$ cat src/rtl/dsp_arith_pkg.sv
// Shared constants for the segmented pipelined add/subtract units in the DSP datapath.
package dsp_arith_pkg;

  // Segment split shared by the adder and the subtractor, LSB segment first.
  localparam int SEG_W0 = 9;
  localparam int SEG_W1 = 9;
  localparam int SEG_W2 = 9;
  localparam int SEG_W3 = 10;
  localparam int SEG_WIDTH = SEG_W0 + SEG_W1 + SEG_W2 + SEG_W3;

  localparam int ADD_LATENCY   = 5;
  localparam int SUB3P_LATENCY = ADD_LATENCY;

  typedef struct packed {
    logic lsbs_carry;
    logic middle_carry;
    logic msbs_carry;
  } seg_carry_pins_t;

endpackage

$ cat src/rtl/sub3p_seg_carry_stage.sv
// One carry-ripple register: adds an incoming carry to a segment value and
// registers the result split into its low bits and its carry bit.
module seg_carry_stage #(
  parameter int W = 9
) (
  input  logic         clk,
  input  logic         reset_n,
  input  logic [W:0]   seg_i,
  input  logic         cin_i,
  output logic [W-1:0] lo_q,
  output logic         cy_q
);

  logic [W:0] sum_d;

  // seg_i[W] carries an already-resolved carry (MSB segment) or is 0.
  always_comb begin
    sum_d = seg_i + (W+1)'(cin_i);
  end

  always_ff @(posedge clk or negedge reset_n) begin
    if (!reset_n) begin
      lo_q <= '0;
      cy_q <= 1'b0;
    end else begin
      lo_q <= sum_d[W-1:0];
      cy_q <= sum_d[W];
    end
  end

endmodule

$ cat src/rtl/sub3p.sv
// 37-bit pipelined subtractor: diff = x + ~y + 1 over four segments with staged
// carry ripple, plus valid tracking, unsigned borrow and signed overflow.
module sub3p
  import dsp_arith_pkg::*;
#(
  parameter int WIDTH  = SEG_WIDTH,
  parameter int WIDTH0 = SEG_W0,
  parameter int WIDTH1 = SEG_W1,
  parameter int WIDTH2 = SEG_W2,
  parameter int WIDTH3 = SEG_W3
) (
  input  logic             clk,
  input  logic             reset_n,
  input  logic             in_valid,
  input  logic [WIDTH-1:0] x,
  input  logic [WIDTH-1:0] y,
  output logic [WIDTH-1:0] diff,
  output logic             out_valid,
  output logic             borrow,
  output logic             overflow,
  output logic             lsbs_carry,
  output logic             middle_carry,
  output logic             msbs_carry
);

  localparam int WIDTH01  = WIDTH0 + WIDTH1;
  localparam int WIDTH012 = WIDTH01 + WIDTH2;

  // Valid semantics: in_valid qualifies x/y on the sampling edge; out_valid
  // qualifies diff/borrow/overflow exactly SUB3P_LATENCY edges later. There is
  // no backpressure, so the pipeline advances every cycle.

  // Stage 0: input register, y inverted on the way in
  logic [WIDTH-1:0] x_q, ny_q;
  logic             vld0_q, xs0_q, ys0_q;

  always_ff @(posedge clk or negedge reset_n) begin
    if (!reset_n) begin
      x_q    <= '0;
      ny_q   <= '0;
      vld0_q <= 1'b0;
      xs0_q  <= 1'b0;
      ys0_q  <= 1'b0;
    end else begin
      x_q    <= x;
      ny_q   <= ~y;
      vld0_q <= in_valid;
      xs0_q  <= x[WIDTH-1];
      ys0_q  <= y[WIDTH-1];
    end
  end

  // Stage 1: independent segment sums; the subtract's +1 enters segment 0
  logic [WIDTH0:0] q0_d, q0_q;
  logic [WIDTH1:0] q1_d, q1_q;
  logic [WIDTH2:0] q2_d, q2_q;
  logic [WIDTH3:0] q3_d, q3_q;
  logic            vld1_q, xs1_q, ys1_q;

  always_comb begin
    q0_d = {1'b0, x_q[WIDTH0-1:0]} + {1'b0, ny_q[WIDTH0-1:0]} + (WIDTH0+1)'(1);
    q1_d = {1'b0, x_q[WIDTH01-1:WIDTH0]} + {1'b0, ny_q[WIDTH01-1:WIDTH0]};
    q2_d = {1'b0, x_q[WIDTH012-1:WIDTH01]} + {1'b0, ny_q[WIDTH012-1:WIDTH01]};
    q3_d = {1'b0, x_q[WIDTH-1:WIDTH012]} + {1'b0, ny_q[WIDTH-1:WIDTH012]};
  end

  always_ff @(posedge clk or negedge reset_n) begin
    if (!reset_n) begin
      q0_q   <= '0;
      q1_q   <= '0;
      q2_q   <= '0;
      q3_q   <= '0;
      vld1_q <= 1'b0;
      xs1_q  <= 1'b0;
      ys1_q  <= 1'b0;
    end else begin
      q0_q   <= q0_d;
      q1_q   <= q1_d;
      q2_q   <= q2_d;
      q3_q   <= q3_d;
      vld1_q <= vld0_q;
      xs1_q  <= xs0_q;
      ys1_q  <= ys0_q;
    end
  end

  // Stage 2: first carry ripple
  logic [WIDTH0-1:0] v0_q;
  logic [WIDTH1-1:0] v1_lo;
  logic [WIDTH2-1:0] v2_lo;
  logic [WIDTH3-1:0] v3_lo;
  logic              v1_cy, v2_cy, v3_cy;
  logic              vld2_q, xs2_q, ys2_q;

  seg_carry_stage #(.W(WIDTH1)) u_v1 (
    .clk(clk), .reset_n(reset_n),
    .seg_i({1'b0, q1_q[WIDTH1-1:0]}), .cin_i(q0_q[WIDTH0]),
    .lo_q(v1_lo), .cy_q(v1_cy)
  );

  seg_carry_stage #(.W(WIDTH2)) u_v2 (
    .clk(clk), .reset_n(reset_n),
    .seg_i({1'b0, q2_q[WIDTH2-1:0]}), .cin_i(q1_q[WIDTH1]),
    .lo_q(v2_lo), .cy_q(v2_cy)
  );

  // The MSB segment keeps its own carry bit; the final carry can never wrap.
  seg_carry_stage #(.W(WIDTH3)) u_v3 (
    .clk(clk), .reset_n(reset_n),
    .seg_i(q3_q), .cin_i(q2_q[WIDTH2]),
    .lo_q(v3_lo), .cy_q(v3_cy)
  );

  always_ff @(posedge clk or negedge reset_n) begin
    if (!reset_n) begin
      v0_q   <= '0;
      vld2_q <= 1'b0;
      xs2_q  <= 1'b0;
      ys2_q  <= 1'b0;
    end else begin
      v0_q   <= q0_q[WIDTH0-1:0];
      vld2_q <= vld1_q;
      xs2_q  <= xs1_q;
      ys2_q  <= ys1_q;
    end
  end

  // Stage 3: second carry ripple
  logic [WIDTH0-1:0] r0_q;
  logic [WIDTH1-1:0] r1_q;
  logic [WIDTH2-1:0] r2_lo;
  logic [WIDTH3-1:0] r3_lo;
  logic              r2_cy, r3_cy;
  logic              vld3_q, xs3_q, ys3_q;

  seg_carry_stage #(.W(WIDTH2)) u_r2 (
    .clk(clk), .reset_n(reset_n),
    .seg_i({1'b0, v2_lo}), .cin_i(v1_cy),
    .lo_q(r2_lo), .cy_q(r2_cy)
  );

  seg_carry_stage #(.W(WIDTH3)) u_r3 (
    .clk(clk), .reset_n(reset_n),
    .seg_i({v3_cy, v3_lo}), .cin_i(v2_cy),
    .lo_q(r3_lo), .cy_q(r3_cy)
  );

  always_ff @(posedge clk or negedge reset_n) begin
    if (!reset_n) begin
      r0_q   <= '0;
      r1_q   <= '0;
      vld3_q <= 1'b0;
      xs3_q  <= 1'b0;
      ys3_q  <= 1'b0;
    end else begin
      r0_q   <= v0_q;
      r1_q   <= v1_lo;
      vld3_q <= vld2_q;
      xs3_q  <= xs2_q;
      ys3_q  <= ys2_q;
    end
  end

  // Stage 4: last carry ripple, flags, and the registered outputs
  logic [WIDTH3:0]  s3_d;
  logic [WIDTH-1:0] diff_d, diff_q;
  logic             borrow_d, borrow_q;
  logic             overflow_d, overflow_q;
  logic             vld4_q;

  always_comb begin
    s3_d       = {r3_cy, r3_lo} + (WIDTH3+1)'(r2_cy);
    diff_d     = {s3_d[WIDTH3-1:0], r2_lo, r1_q, r0_q};
    borrow_d   = ~s3_d[WIDTH3];
    overflow_d = (xs3_q != ys3_q) & (diff_d[WIDTH-1] != xs3_q);
  end

  always_ff @(posedge clk or negedge reset_n) begin
    if (!reset_n) begin
      diff_q     <= '0;
      borrow_q   <= 1'b0;
      overflow_q <= 1'b0;
      vld4_q     <= 1'b0;
    end else begin
      diff_q     <= diff_d;
      borrow_q   <= borrow_d;
      overflow_q <= overflow_d;
      vld4_q     <= vld3_q;
    end
  end

  seg_carry_pins_t pins;

  always_comb begin
    pins.lsbs_carry   = q0_q[WIDTH0];
    pins.middle_carry = v1_cy;
    pins.msbs_carry   = r2_cy;
  end

  assign diff         = diff_q;
  assign out_valid    = vld4_q;
  assign borrow       = borrow_q;
  assign overflow     = overflow_q;
  assign lsbs_carry   = pins.lsbs_carry;
  assign middle_carry = pins.middle_carry;
  assign msbs_carry   = pins.msbs_carry;

endmodule

$ cat config.mk
export PLATFORM = sky130hd
export DESIGN_NAME = sub3p
export DESIGN_NICKNAME = d
export VERILOG_FILES = /design/src/rtl/dsp_arith_pkg.sv /design/src/rtl/sub3p_seg_carry_stage.sv /design/src/rtl/sub3p.sv
export SDC_FILE = /design/constraint.sdc
export NUM_CORES = 1
export LEC_CHECK = 0
export CAP_MARGIN = 20
export CORE_MARGIN = 2
export CORE_UTILIZATION = 49
export DETAILED_ROUTE_END_ITERATION = 10
export PLACE_DENSITY = 0.75
export SYNTH_ARGS = -nofsm -noshare
export SYNTH_HDL_FRONTEND = slang
export SYNTH_SLANG_ARGS = --single-unit
$ cat constraint.sdc
create_clock -name clk -period 1.85 [get_ports clk]
set_clock_uncertainty 0.15 [all_clocks]
set_input_delay 0.2775 -clock clk [delete_from_list [all_inputs] [get_ports clk]]
set_output_delay 0.2775 -clock clk [all_outputs]
set_load 0.02 [all_outputs]
# Yosys cells after proc, flatten, opt, wreduce, memory -nomap -nowiden
# Index checks and enable logic that the tools add are counted.
[word_totals]
inputBits = 77
output_inout_bits = 43
register_bits = 246
[classes]
n_bitwise = 3
add_sub_neg = 11
n_eq_ne = 2
[op_table]
columns = ["cell", "n"]
rows = [
  ["inverter 37 bit", 1],
  ["adder 11 x 1 -> 11 bit", 3],
  ["adder 9 x 1 -> 10 bit", 3],
  ["adder 9 x 9 -> 10 bit", 3],
  ["adder 10 x 10 -> 11 bit", 1],
  ["adder 10 x 1 -> 10 bit, second input constant", 1],
  ["!= test 1 bit", 2],
  ["bitwise AND 1 bit", 1],
  ["inverter 1 bit", 1],
]

# Logic depth before layout (Yosys ltp)
[depth]
depth_word = 3
depth_mapped = 8
depth_no_buf = 8

# Hierarchy
# From an unflattened synthesis, not the netlist that was laid out.
[unflattened]
cells_unflattened = 626
area_unflattened_um2 = 8846.0
[modules_own_cells]
columns = ["module", "area_each_um2", "n_inst", "cells_per_inst"]
rows = [
  ["sub3p", 6681.4, 1, 458],
  ["seg_carry_stage (u_r2 ...)", 422.9, 3, 34],
  ["seg_carry_stage (u_r3 ...)", 447.9, 2, 33],
]

# Worst setup path after synthesis
# Ideal clock, no wire load.
[synth_timing]
path_kind = "register -> register"
startpoint = "register x_q[4]"
endpoint = "register q0_q[7]"
setup_slack_ps = -9
required_ps = 1620
t_arrival_ps = 1629
path_stages_with_launch = 7
setup_time_ps = 80
path_cell_list = "dfrtp_1 > ha_1 > and2_4 > a31o_1 > a41o_2 > o41ai_2 > xnor2_1"
[synth_between]
elab_chain_len = 2
[synth_lines]
columns = ["element", "line_no", "rtl"]
rows = [
  ["from (decl)", "sub3p.sv:34", "logic [WIDTH-1:0] x_q, ny_q;"],
  ["from (signal assigned)", "sub3p.sv:39", "x_q <= '0;"],
  ["from (signal assigned)", "sub3p.sv:45", "x_q <= x;"],
  ["adder 9 x 9 -> 10 bit", "sub3p.sv:61", "q0_d = {1'b0, x_q[WIDTH0-1:0]} + {1'b0, ny_q[WIDTH0-1:0]} + (WIDTH0+1)'(1);"],
  ["adder 10 x 1 -> 10 bit", "sub3p.sv:61", ""],
  ["via q0_d[7]", "sub3p.sv:54", "logic [WIDTH0:0] q0_d, q0_q;"],
  ["to (signal assigned)", "sub3p.sv:77", "q0_q <= q0_d;"],
  ["to (decl)", "sub3p.sv:54", ""],
]
# The timed path passes the listed nets, and every way through them passes these cells.

# Worst setup path in the final report
[layout_timing]
startpoint = "register x_q[28]"
endpoint = "register q3_q[9]"
[layout_between]
elab_chain_len = 1
[layout_lines]
columns = ["element", "line_no", "rtl"]
rows = [
  ["adder 10 x 10 -> 11 bit", "sub3p.sv:64", "q3_d = {1'b0, x_q[WIDTH-1:WIDTH012]} + {1'b0, ny_q[WIDTH-1:WIDTH012]};"],
  ["via q3_d[9]", "sub3p.sv:57", "logic [WIDTH3:0] q3_d, q3_q;"],
  ["to (signal assigned)", "sub3p.sv:80", "q3_q <= q3_d;"],
  ["to (decl)", "sub3p.sv:57", ""],
]
# The timed path passes the listed nets, and every way through them passes these cells.

==> impl_results.md <==
* Pwr dens at 1165 nW/um2
* Top cells by area, synth: dfrtp_1 (70%), ha_1 (7.0%), xnor2_1 (5.3%)
* Register area share after synthesis at 70.30%
* Mean Syn Cell Area at 14.27 um2
* CP Data Arrival Time at 2.19 ns
* Final period utilization at 103.9%
* Final Non-Filler Cells at 1027
* Wire per inst at 13.53 um
* Post-synthesis cell count at 611
* Endpoint class of the critical path: flop
* Yosys top cell by area: dfrtp_1
* # IOs at 120
* Most frequent cell after synthesis: dfrtp_1
* Die area at 18880 um2
* Placed Cells incl. Taps at 973
* Register area at 6131 um2
* Worst-path fanout max at 2
* Clock latency on the worst-skew pair at 0.50 ns
* Layout area overhead at 31.38%
* CTS Root Cell: clkbuf_16
* Max_cap viols at 0
* Total CTS buffers at 24
* Cell area after synthesis at 8721 um2
* DP Area at 10400 um2
* First-pass GRT wire length at 22890 um
* Post-Syn Nets at 741
* Register bit total from synthesis at 245
* Chip Width at 137.4 um
* Synth warn at 0
* Startpoint types: flop
* Remaining Overflow, GRT at 0
* Pin count of the biggest net entering global routing at 56
* Post-synth top flop: dfrtp_1
* Avg Vias per Cell at 4.879
* TritonCTS clock tree: built
* Diode count at 0
* Vias in the first global route at 5272
* Multi-input gate area at 2565 um2
* Final min period at 1.922 ns
* Number of slew-limit violations in the final report at 0
* Worst slew margin at 71.35%
* # port buffers at 119
* Number of synthesized flops with an enable pin at 0
* Hold Path Class: input port to flop
* Critical Path RT at 2.12 ns
* Synth cell types at 35
* Final GP Congestion at 0.8740
* VDD IR max at 0.7622 mV
* Number of antenna violations at the first check in global routing at 0
* Fmax at 0.5204 GHz
* Setup ws final at -0.07156 ns
* Violated checks: negative setup slack
* Initial Util at 50.25%
* Async set or reset register ratio after synthesis at 100.0%
* CTS sink count at 245
* Share of cells above drive strength 1 at 14.21%
* LEAKAGE at 5.369 nW
* Synth top area share at 70.30%
* Hold Fails Final Rpt at 0
* Power Total at 13.35 mW
* # H-tree levels at 1
* Core ar. at 17360 um2
* Tightest Pin Transition at 0.4298 ns
* Clock-pin slew on the worst setup and hold paths at 0.06 ns
* FILL cells at 1236
* Vias at 5011
* Outcome: finished, violations left
* Post-route cell area at 11460 um2
* Die H at 137.4 um
* Top cells by count, synth: dfrtp_1 (245), inv_1 (62), xnor2_1 (53), ha_1 (49), nand3_1 (40)
* Post-DRT Antenna Nets at 0
* Post-DP HPWL at 9704 um
* GRT Total Usage at 15.24%
* Longest Clk Path Bufs at 3
* Iteration count of the initial detailed-routing pass at 4
* Std cell rows at 48
* Final WL at 13890 um
* Final setup viols at 7
* Crit path kind: flop to flop
* DRT iter0 DRCs at 216
* RSZ-0062 raised after global routing: yes
* Nets at 914
* Drt drc at 0
metal layers:
layer / up-vias / global-route usage [%] / part of all wire [%]
li1: 2364 / - / -
met1: 2464 / 16.68 / 37
met2: 136 / 28.63 / 55
met3: 47 / 3.017 / 4.4
met4: 0 / 6.357 / 3.9
met5: - / 0 / 0
kinds of logic (layout without fill, tap and decap cells):
logic type	after synthesis	count (layout)	share of synthesized area, %
adder cells (fa/ha/maj)	53	53	7.948
AO/OA/AOI/OAI	52	52	4.376
AND/OR/NAND/NOR	123	123	7.059
XOR/XNOR	75	75	7.532
multiplexers	1	1	0.1148
flip-flops	245	245	70.30
buffers and inverters	62	253	2.669
where the power goes:
group	total, mW	internal (mW)	switching, mW
registers	6.58	6.20	0.383
logic	1.82	0.886	0.931
clock network	4.95	3.03	1.92
total	13.3	10.1	3.24
final timing paths:
path / from / to / slack (ns) / depth (start not counted)
max in group asynchronous: reset_n / q0_q[6] / 0.79 / 3
max reg2reg: x_q[28] / q3_q[9] / -0.07 / 6
min reg2reg: q0_q[8] / v0_q[8] / 0.20 / 0
max: x_q[28] / q3_q[9] / -0.07 / 6
min in group asynchronous: reset_n / overflow / 0.15 / 2
min: x[2] / x_q[2] / 0.06 / 1
cell type report:
class / instances / share of cell area [%]
timing repair buffer: 147 / 12.26
inverter: 62 / 2.031
clock inverter: 11 / 1.016
tap: 225 / 2.457
clock buffer: 33 / 6.334
sequential: 245 / 53.51
multi-input combinational: 304 / 22.39
critical path: stages (launching register included):
cell and delay [ns]:
dfrtp_1 0.39, ha_1 0.32, a21o_1 0.19, a211oi_2 0.30
nand2b_1 0.13, a31oi_1 0.23, xnor2_1 0.14
metrics by stage:
step	worst slack [ns]	hold WS, ns	TNS (ns)	util (%)
finish	-0.07156	0.06275	-0.2660	66.01
global route	-0.1428	0.03358	-1.073	66.01
CTS	-0.09841	0.04094	-0.1915	64.99
detailed placement	-0.1257	0.07913	-0.4251	59.90
global placement	-0.01408	0.08102	-0.01408	59.90
floorplan	0.05244	-0.1681	0	-
registers in the layout (all words and copies together), names as in the netlist, 10 cells and up:
signal	cells
q3_q	11
u_r3.lo_q	10
u_v3.lo_q	10
q2_q	10
ny_q	37
q1_q	10
x_q	37
diff	37
q0_q	10
placed cells by master, fill, tap and decap left out, types with 10 or more instances in the layout:
master,netlist,layout
a21oi_1,12,10
and3_1,18,18
buf_4,0,23
clkbuf_16,0,25
clkdlybuf4s50_1,0,75
dfrtp_1,245,245
dlygate4sd2_1,0,43
ha_1,49,41
inv_1,62,56
nand2_1,11,11
nand3_1,40,39
nor2_1,28,25
xnor2_1,53,52
xor2_1,22,22
timing repair:
item                                    4_1_cts  5_1_grt
endpoints found under the setup margin       55       18
pin swaps                                     9       25
gates cloned                                  0        0
endpoints found under the hold margin       245        0
hold buffers                                  1        0
setup buffers                                 2        8
resized for setup                            62       25
Note: power is estimated with default switching activity, not from simulation.
